<file path="src/rtl/fetch_stage_ctrl_pkg.sv">
`default_nettype none
// ============================================================================
// Module      : fetch_stage_ctrl_pkg
// Description : Stage-control and PC-source codes shared by the hazard unit
//               and the fetch-side pipeline control, plus a PC alignment
//               helper.
// Revision    : 1.0 - initial release
// ============================================================================
package fetch_stage_ctrl_pkg;

    // Stage-control codes driven by the hazard unit (2'b11 behaves as HOLD)
    localparam logic [1:0] CTRL_NORMAL = 2'b00;
    localparam logic [1:0] CTRL_FLUSH  = 2'b01;
    localparam logic [1:0] CTRL_HOLD   = 2'b10;

    // ID-stage redirect source codes (2'b11 behaves as SEQ)
    localparam logic [1:0] PCSRC_SEQ   = 2'b00;
    localparam logic [1:0] PCSRC_JUMP  = 2'b01;
    localparam logic [1:0] PCSRC_JR    = 2'b10;

    // Instruction inserted as a pipeline bubble
    localparam logic [31:0] NOP = 32'h0000_0000;

    // HOLD is any code with the upper bit set, so 2'b11 holds as well
    function automatic logic is_hold(input logic [1:0] ctrl);
        return ctrl[1];
    endfunction

    // Every PC that reaches the register is word aligned
    function automatic logic [31:0] align_pc(input logic [31:0] pc);
        return {pc[31:2], 2'b00};
    endfunction

endpackage : fetch_stage_ctrl_pkg
`default_nettype wire

</file>
<file path="src/rtl/fetch_stage_ctrl_sat_counter.sv">
`default_nettype none
// ============================================================================
// Module      : sat_counter
// Description : Event counter that increments once per cycle while i_inc is
//               high and sticks at its all-ones value instead of wrapping.
// Ports       : clk     - clock, rising edge
//               rst_n   - asynchronous reset, active low
//               i_inc   - count this cycle
//               o_count - current count
// Revision    : 1.0 - initial release
// ============================================================================
module sat_counter #(
    parameter int CNT_W = 16
) (
    input  logic             clk,
    input  logic             rst_n,
    input  logic             i_inc,
    output logic [CNT_W-1:0] o_count
);

    logic [CNT_W-1:0] r_count;
    logic             w_at_max;

    assign w_at_max = &r_count;

    always_ff @(posedge clk or negedge rst_n) begin
        if (!rst_n) begin
            r_count <= '0;
        end else if (i_inc && !w_at_max) begin
            r_count <= r_count + 1'b1;
        end
    end

    assign o_count = r_count;

endmodule : sat_counter
`default_nettype wire

</file>
<file path="src/rtl/fetch_stage_ctrl.sv">
`default_nettype none
// ============================================================================
// Module      : fetch_stage_ctrl
// Description : Fetch-side pipeline control for a 5-stage MIPS core. Owns the
//               PC register and the IF/ID pipeline register and applies the
//               hazard unit's hold / flush / redirect codes to them. Also
//               keeps saturating stall and flush event counters.
// Ports       : clk, rst_n          - clock / async active-low reset
//               pc_ctrl, ifid_ctrl  - stage-control codes (NORMAL/FLUSH/HOLD)
//               pcsrc_id            - ID redirect select (jump / jr)
//               jump_target_id      - j/jal target
//               jr_target_id        - jr target (rs value)
//               branch_taken_ex     - EX resolved taken branch
//               branch_target_ex    - branch target
//               imem_rdata          - instruction at imem_addr, same cycle
//               imem_addr, pc_if    - PC register
//               ifid_instr/pc4/valid- IF/ID pipeline register
//               stall_cnt/flush_cnt - saturating event counters
// Revision    : 1.0 - initial release
// ============================================================================
module fetch_stage_ctrl
    import fetch_stage_ctrl_pkg::*;
#(
    parameter logic [31:0] RESET_PC = 32'h0000_0000,
    parameter int          CNT_W    = 16
) (
    input  logic             clk,
    input  logic             rst_n,
    input  logic [1:0]       pc_ctrl,
    input  logic [1:0]       ifid_ctrl,
    input  logic [1:0]       pcsrc_id,
    input  logic [31:0]      jump_target_id,
    input  logic [31:0]      jr_target_id,
    input  logic             branch_taken_ex,
    input  logic [31:0]      branch_target_ex,
    input  logic [31:0]      imem_rdata,
    output logic [31:0]      imem_addr,
    output logic [31:0]      pc_if,
    output logic [31:0]      ifid_instr,
    output logic [31:0]      ifid_pc4,
    output logic             ifid_valid,
    output logic [CNT_W-1:0] stall_cnt,
    output logic [CNT_W-1:0] flush_cnt
);

    logic [31:0] r_pc;
    logic [31:0] r_ifid_instr;
    logic [31:0] r_ifid_pc4;
    logic        r_ifid_valid;

    logic [31:0] w_pc_plus4;
    logic [31:0] w_pc_next;
    logic        w_ifid_hold;
    logic        w_ifid_flush;

    assign w_pc_plus4   = r_pc + 32'd4;
    assign w_ifid_hold  = is_hold(ifid_ctrl);
    assign w_ifid_flush = (ifid_ctrl == CTRL_FLUSH);

    // The EX branch is older than the ID jump, so it wins when both fire.
    always_comb begin
        w_pc_next = w_pc_plus4;
        if (branch_taken_ex) begin
            w_pc_next = branch_target_ex;
        end else if (pcsrc_id == PCSRC_JUMP) begin
            w_pc_next = jump_target_id;
        end else if (pcsrc_id == PCSRC_JR) begin
            w_pc_next = jr_target_id;
        end
    end

    // FLUSH on the PC side behaves like NORMAL; only HOLD freezes it, and
    // a redirect presented during HOLD is deliberately discarded.
    always_ff @(posedge clk or negedge rst_n) begin
        if (!rst_n) begin
            r_pc <= align_pc(RESET_PC);
        end else if (!is_hold(pc_ctrl)) begin
            r_pc <= align_pc(w_pc_next);
        end
    end

    always_ff @(posedge clk or negedge rst_n) begin
        if (!rst_n) begin
            r_ifid_instr <= NOP;
            r_ifid_pc4   <= 32'h0;
            r_ifid_valid <= 1'b0;
        end else if (w_ifid_flush) begin
            r_ifid_instr <= NOP;
            r_ifid_pc4   <= 32'h0;
            r_ifid_valid <= 1'b0;
        end else if (!w_ifid_hold) begin
            r_ifid_instr <= imem_rdata;
            r_ifid_pc4   <= w_pc_plus4;
            r_ifid_valid <= 1'b1;
        end
    end

    sat_counter #(
        .CNT_W (CNT_W)
    ) u_stall_cnt (
        .clk     (clk),
        .rst_n   (rst_n),
        .i_inc   (w_ifid_hold),
        .o_count (stall_cnt)
    );

    sat_counter #(
        .CNT_W (CNT_W)
    ) u_flush_cnt (
        .clk     (clk),
        .rst_n   (rst_n),
        .i_inc   (w_ifid_flush),
        .o_count (flush_cnt)
    );

    assign pc_if      = r_pc;
    assign imem_addr  = r_pc;
    assign ifid_instr = r_ifid_instr;
    assign ifid_pc4   = r_ifid_pc4;
    assign ifid_valid = r_ifid_valid;

endmodule : fetch_stage_ctrl
`default_nettype wire

</file>
<file path="config.mk">
export PLATFORM = sky130hd
export DESIGN_NAME = fetch_stage_ctrl
export DESIGN_NICKNAME = d
export VERILOG_FILES = /design/src/rtl/fetch_stage_ctrl_pkg.sv /design/src/rtl/fetch_stage_ctrl_sat_counter.sv /design/src/rtl/fetch_stage_ctrl.sv
export SDC_FILE = /design/constraint.sdc
export NUM_CORES = 1
export LEC_CHECK = 0
export CAP_MARGIN = 20
export CORE_MARGIN = 8
export CORE_UTILIZATION = 35
export DETAILED_ROUTE_END_ITERATION = 10
export DONT_BUFFER_PORTS = 1
export PLACE_DENSITY = 0.55
export SLEW_MARGIN = 5
export SYNTH_ARGS = -nofsm -noshare
export SYNTH_HDL_FRONTEND = slang
export SYNTH_SLANG_ARGS = --single-unit
</file>
<file path="constraint.sdc">
create_clock -name clk -period 2.7 [get_ports clk]
set_input_delay 0.405 -clock clk [delete_from_list [all_inputs] [get_ports clk]]
set_output_delay 0.405 -clock clk [all_outputs]
set_load 0.02 [all_outputs]
</file>
# After elaboration in Yosys (flattened, before gate mapping)
# Cells that the tools add are included.
# totals
reg_bits	127
input_bits	137
out_inout_bits	161
word_cells	28
# classes
n_addsub	3
eq_ne	4
mux	9
n_reduce_logical	6
# ops
op	count
2-to-1 mux 32 bit	7
adder 16 x 1 -> 16 bit (second input constant)	2
adder 32 x 3 -> 32 bit (second input constant)	1
AND reduction 16 bit	2
equality test 2 x 1 -> 1 bit (second input constant)	2
equality test 2 bit (second input constant)	1
logical AND 1 bit	2
zero test 1 bit	2
2-to-1 mux 1 bit	2
inequality test 2 x 1 -> 1 bit (second input constant)	1

# Depth between registers and ports, before layout
# depth
ltp_word	4
depth_mapped	7
ltp_nobuf	6

# By module
# From an unflattened synthesis, not the netlist that was laid out.
# unflattened
hier_cells	738
area_unflattened_um2	7051.8
# modules_own_cells
mod	instances	cells_per_inst	area_each_um2	seq_area_each_um2
fetch_stage_ctrl	1	588	5370.2	2327.2
sat_counter	2	75	840.8	400.4

# Worst setup path before layout
# Ideal clock, no wire load.
# synth_timing
path_type	register to register
startpoint	reg r_pc[2], in the netlist imem_addr[2]
endpoint	reg r_pc[28], in the netlist imem_addr[28]
setup_ps	101
arrival_ps	1977
required_time_ps	2599
path_slack_ps	622
path_stages_with_launch	7
path_buffers	0
period_less_slack_ps	2078
path_cell_list	dfrtp_1 ha_1 nand4_1 nor4_2 nand4_1 o31a_1 o32ai_1
# synth_between
elab_chain_cells	4
# synth_lines
element	line_no	text
start, declared	fetch_stage_ctrl.sv:46	logic [31:0] r_pc;
start signal, assigned	fetch_stage_ctrl.sv:76	r_pc <= align_pc(RESET_PC);
start signal, assigned	fetch_stage_ctrl.sv:78	r_pc <= align_pc(w_pc_next);
adder 32 x 3 -> 32 bit	fetch_stage_ctrl.sv:56	assign w_pc_plus4 = r_pc + 32'd4;
2-to-1 mux 32 bit	fetch_stage_ctrl.sv:67	end else if (pcsrc_id == PCSRC_JR) begin
2-to-1 mux 32 bit	fetch_stage_ctrl.sv:65	end else if (pcsrc_id == PCSRC_JUMP) begin
2-to-1 mux 32 bit	fetch_stage_ctrl.sv:63	if (branch_taken_ex) begin
# No other way between the ends.
# A chain may end at the register's enable or synchronous reset.

# Worst setup path after layout
# layout_timing
startpoint	reg r_pc[2], in the netlist imem_addr[2]
endpoint	reg r_pc[25], in the netlist imem_addr[25]
# The elaborated chain is that of the path after synthesis.

==> results.json <==
{
  "hold_path.class": "input pin to asynchronous set/reset pin",
  "grt_pass1_wl_um": 35000,
  "clock_sink_count": 125,
  "cap_violations": 0,
  "final_nets": 816,
  "postCtsSetupBuffers": 0,
  "cp_top_family": "simple AND/OR/NAND/NOR gates",
  "critPathSlowestCell": "nand4_1",
  "worst-path-buf-inv": 1,
  "drt-pass1-iter-count": 4,
  "crit_top_cell": "nand4_1",
  "path_clk_slew_ns": 0.06,
  "synth-seq-area-share": 0.463,
  "rsz0062_at_grt": "false",
  "maxSlewViolCount": 0,
  "ys_async_sr_fraction": 1.00,
  "wl_met1_um": 9460,
  "initial_core_util": 0.352,
  "relSlewSlack": 0.319,
  "fin_skew_ns": 0.0134,
  "cts_inserted_buffers": 17,
  "clock_latency_ns": 0.42,
  "final_util": 0.391,
  "critPathCaptureType": "flip-flop",
  "rows": 51,
  "grt_max_degree": 126,
  "syn_area_per_cell_um2": 9.71,
  "portBuffers": 0,
  "dr.first_iter.drc_count": 325,
  "cts_root_buf": "clkbuf_16",
  "syn2layout_area_growth_pct": 11.0,
  "cts_buffer_depth": 2,
  "hpwlAfterDp_um": 17400,
  "cp.required_ns": 3.02,
  "track_usage": 0.192,
  "synthCells": 696,
  "ys_warn_count": 0,
  "htreeDepth": 4,
  "reg2reg_from": "imem_addr[2]$_DFFE_PN0N_",
  "whs_ns": -0.310,
  "power_frac_clock": 0.369,
  "antenna_left": 0,
  "antenna_cells": 0,
  "gp_congestion": 0.846,
  "synth_area_um2": 6760,
  "pwr_density_cell_nw_per_um2": 786,
  "swShare": 0.349,
  "violations": "negative hold slack",
  "routedWlPerCell_um": 24.8,
  "p_leak_nw": 3.17,
  "die_w_um": 155,
  "cp-start-kind": "flip-flop",
  "route.detailed.drc": 0,
  "ios": 298,
  "max_slew.worst_pin.slew_ns": 1.02,
  "fin_tns_setup_ns": 0,
  "dieHeight_um": 155,
  "reg2regPathDepth": 6,
  "cts_tree": "yes",
  "worstPathCellList": "buf_4 > nand4_1 > nor4_4 > nand4_1 > o31a_1 > o32ai_1",
  "antenna_found_initial": 1,
  "via_count": 5538,
  "min_period_ns": 2.30,
  "synth_ff_type": "dfrtp_1",
  "fin_ws_ns": 0.402,
  "power.total_mw": 5.90,
  "intPower_mw": 3.84,
  "r2r-end": "imem_addr[25]$_DFFE_PN0N_",
  "wl_met2_um": 10900,
  "max_stage_delay_ns": 0.44,
  "fp.dieArea_um2": 24000,
  "wirelength_um": 23700,
  "layout-drive-gt1-share": 0.125,
  "critPathKind": "flip-flop to flip-flop",
  "power_frac_seq": 0.460,
  "combPwrFrac": 0.171,
  "synth_edf_count": 0,
  "dr.max_layer_used": "met5",
  "cts_resized": 0,
  "wl_met3_um": 2820,
  "cp_max_fo": 8,
  "vdd_ir_drop_max_mv": 0.353,
  "core-area_um2": 19200,
  "finalHoldViolCount": 125,
  "synth_seq_cells": 125,
  "finalCritPeriodShare": 0.851,
  "ff2ff_setup_slack_ns": 0.40,
  "viasPerCell": 5.81,
  "max_freq_mhz": 435,
  "arrival_ns": 2.61,
  "grt_overflow": 0,
  "grt_pass1_vias": 5631,
  "place_ws_ns": 0.444,
  "p_sw_mw": 2.06,
  "outcome": "complete, but fails checks",
  "setup_viol": 0,
  "synthDistinctLibCells": 61
}
## cells in the mapped netlist, types with 3 or more instances
cell type / n / area [um^2]
a211oi_1: 9 / 67.6
a21oi_1: 31 / 155
a221o_1: 5 / 50.1
a221oi_1: 16 / 140
a22o_1: 37 / 324
a31oi_1: 11 / 68.8
a41o_1: 3 / 30.0
and2_1: 7 / 43.8
and3_1: 10 / 62.6
and4_1: 6 / 52.6
buf_1: 4 / 15.0
buf_2: 5 / 25.0
buf_4: 37 / 278
clkbuf_1: 32 / 120
dfrtp_1: 125 / 3130
ha_1: 3 / 37.5
inv_1: 19 / 71.3
nand2_1: 66 / 248
nand2b_1: 8 / 50.1
nand3_1: 21 / 105
nand4_1: 13 / 81.3
nor2_1: 37 / 139
nor2b_1: 4 / 25.0
nor3_1: 13 / 65.1
nor4_1: 3 / 18.8
nor4_4: 3 / 63.8
o211ai_1: 5 / 37.5
o21a_1: 9 / 67.6
o21ai_0: 37 / 185
o21ai_1: 3 / 15.0
o22ai_1: 7 / 43.8
o31a_1: 8 / 70.1
o31ai_1: 15 / 113
or2_2: 4 / 25.0
or3_1: 3 / 18.8
xnor2_1: 27 / 236
xor2_1: 20 / 175
## kinds of logic after synthesis
| family | share of synthesized area |
|---|---|
| AOI/OAI and AO/OA | 0.222 |
| and+or+nand+nor | 0.168 |
| DFF | 0.463 |
| buffers and inverters | 0.0753 |
| xor gates and xnor gates | 0.0609 |
| adders and majority gates | 0.00555 |
| muxes | 0.00481 |
| other | 0.000555 |
## per-layer routing
metal | vias up | GRT usage
met5 | - | 0
met4 | 2 | 0.0616
met3 | 36 | 0.0949
met2 | 306 | 0.303
met1 | 2722 | 0.224
li1 | 2472 | -
## power groups by stage
stage | logic, mW | registers, mW | clock network, mW
global route | 1.11 | 2.76 | 2.32
finish | 1.01 | 2.71 | 2.18
global placement | 0.984 | 2.74 | 0
detailed placement | 1.01 | 2.75 | 0
floorplan | 0.780 | 2.72 | 0
CTS | 1.01 | 2.72 | 2.24
## state kept, by name, summed over array words and instances, names as in the netlist
| signal | cells |
|---|---|
| imem_addr | 30 |
| ifid_valid | 1 |
| u_stall_cnt.o_count | 16 |
| ifid_instr | 32 |
| ifid_pc4 | 30 |
| u_flush_cnt.o_count | 16 |
## worst register-to-register path, stage by stage (launching register included)
cell	delay [ns]
dfrtp_1	0.35
buf_4	0.24
nand4_1	0.45
nor4_4	0.39
nand4_1	0.25
o31a_1	0.30
o32ai_1	0.22
## how the worst max path moves through the flow
stage                                     end  cells after the start                      from  slack [ns]
floorplan           imem_addr[28]$_DFFE_PN0N_                      6  imem_addr[2]$_DFFE_PN0N_        0.62
global placement    imem_addr[31]$_DFFE_PN0N_                      6  imem_addr[2]$_DFFE_PN0N_        0.47
detailed placement  imem_addr[31]$_DFFE_PN0N_                      6  imem_addr[2]$_DFFE_PN0N_        0.44
CTS                 imem_addr[31]$_DFFE_PN0N_                      6  imem_addr[2]$_DFFE_PN0N_        0.42
global route        imem_addr[31]$_DFFE_PN0N_                      6  imem_addr[2]$_DFFE_PN0N_        0.28
finish              imem_addr[25]$_DFFE_PN0N_                      6  imem_addr[2]$_DFFE_PN0N_        0.40
## placed cells by master, fill, tap and decap left out, types with 8 or more instances in the layout
cell       Yosys  routed
nand3_1       21      21
a31oi_1       11      11
inv_1         19      19
nor3_1        13      13
a21oi_1       31      31
o31ai_1       15      15
clkbuf_16      0      17
nor2_1        37      36
o31a_1         8       8
o21ai_0       37      37
xor2_1        20      20
a22o_1        37      37
nand4_1       13      13
xnor2_1       27      27
a221oi_1      16      16
o21a_1         9       9
dfrtp_1      125     125
nand2b_1       8       8
buf_4         37      34
a211oi_1       9       9
and3_1        10      10
nand2_1       66      66
## metrics by stage
stage	hold WS, ns	instance area, um^2	std cells
after floorplan	0.109	6780	701
after global placement	0.113	6940	922
after detailed placement	0.113	6940	922
after CTS	-0.338	7500	953
after global routing	-0.342	7500	953
final	-0.310	7500	953
## layout make-up
class | count | area, um^2
multi-input cells | 479 | 3150
well taps | 265 | 332
fillers | 1908 | 11700
flip-flops and latches | 125 | 3130
repair buffers | 34 | 255
clock inverters | 10 | 91.3
clock buffers | 21 | 470
inverters | 19 | 71.3
Power figures use the tool's default switching activity.
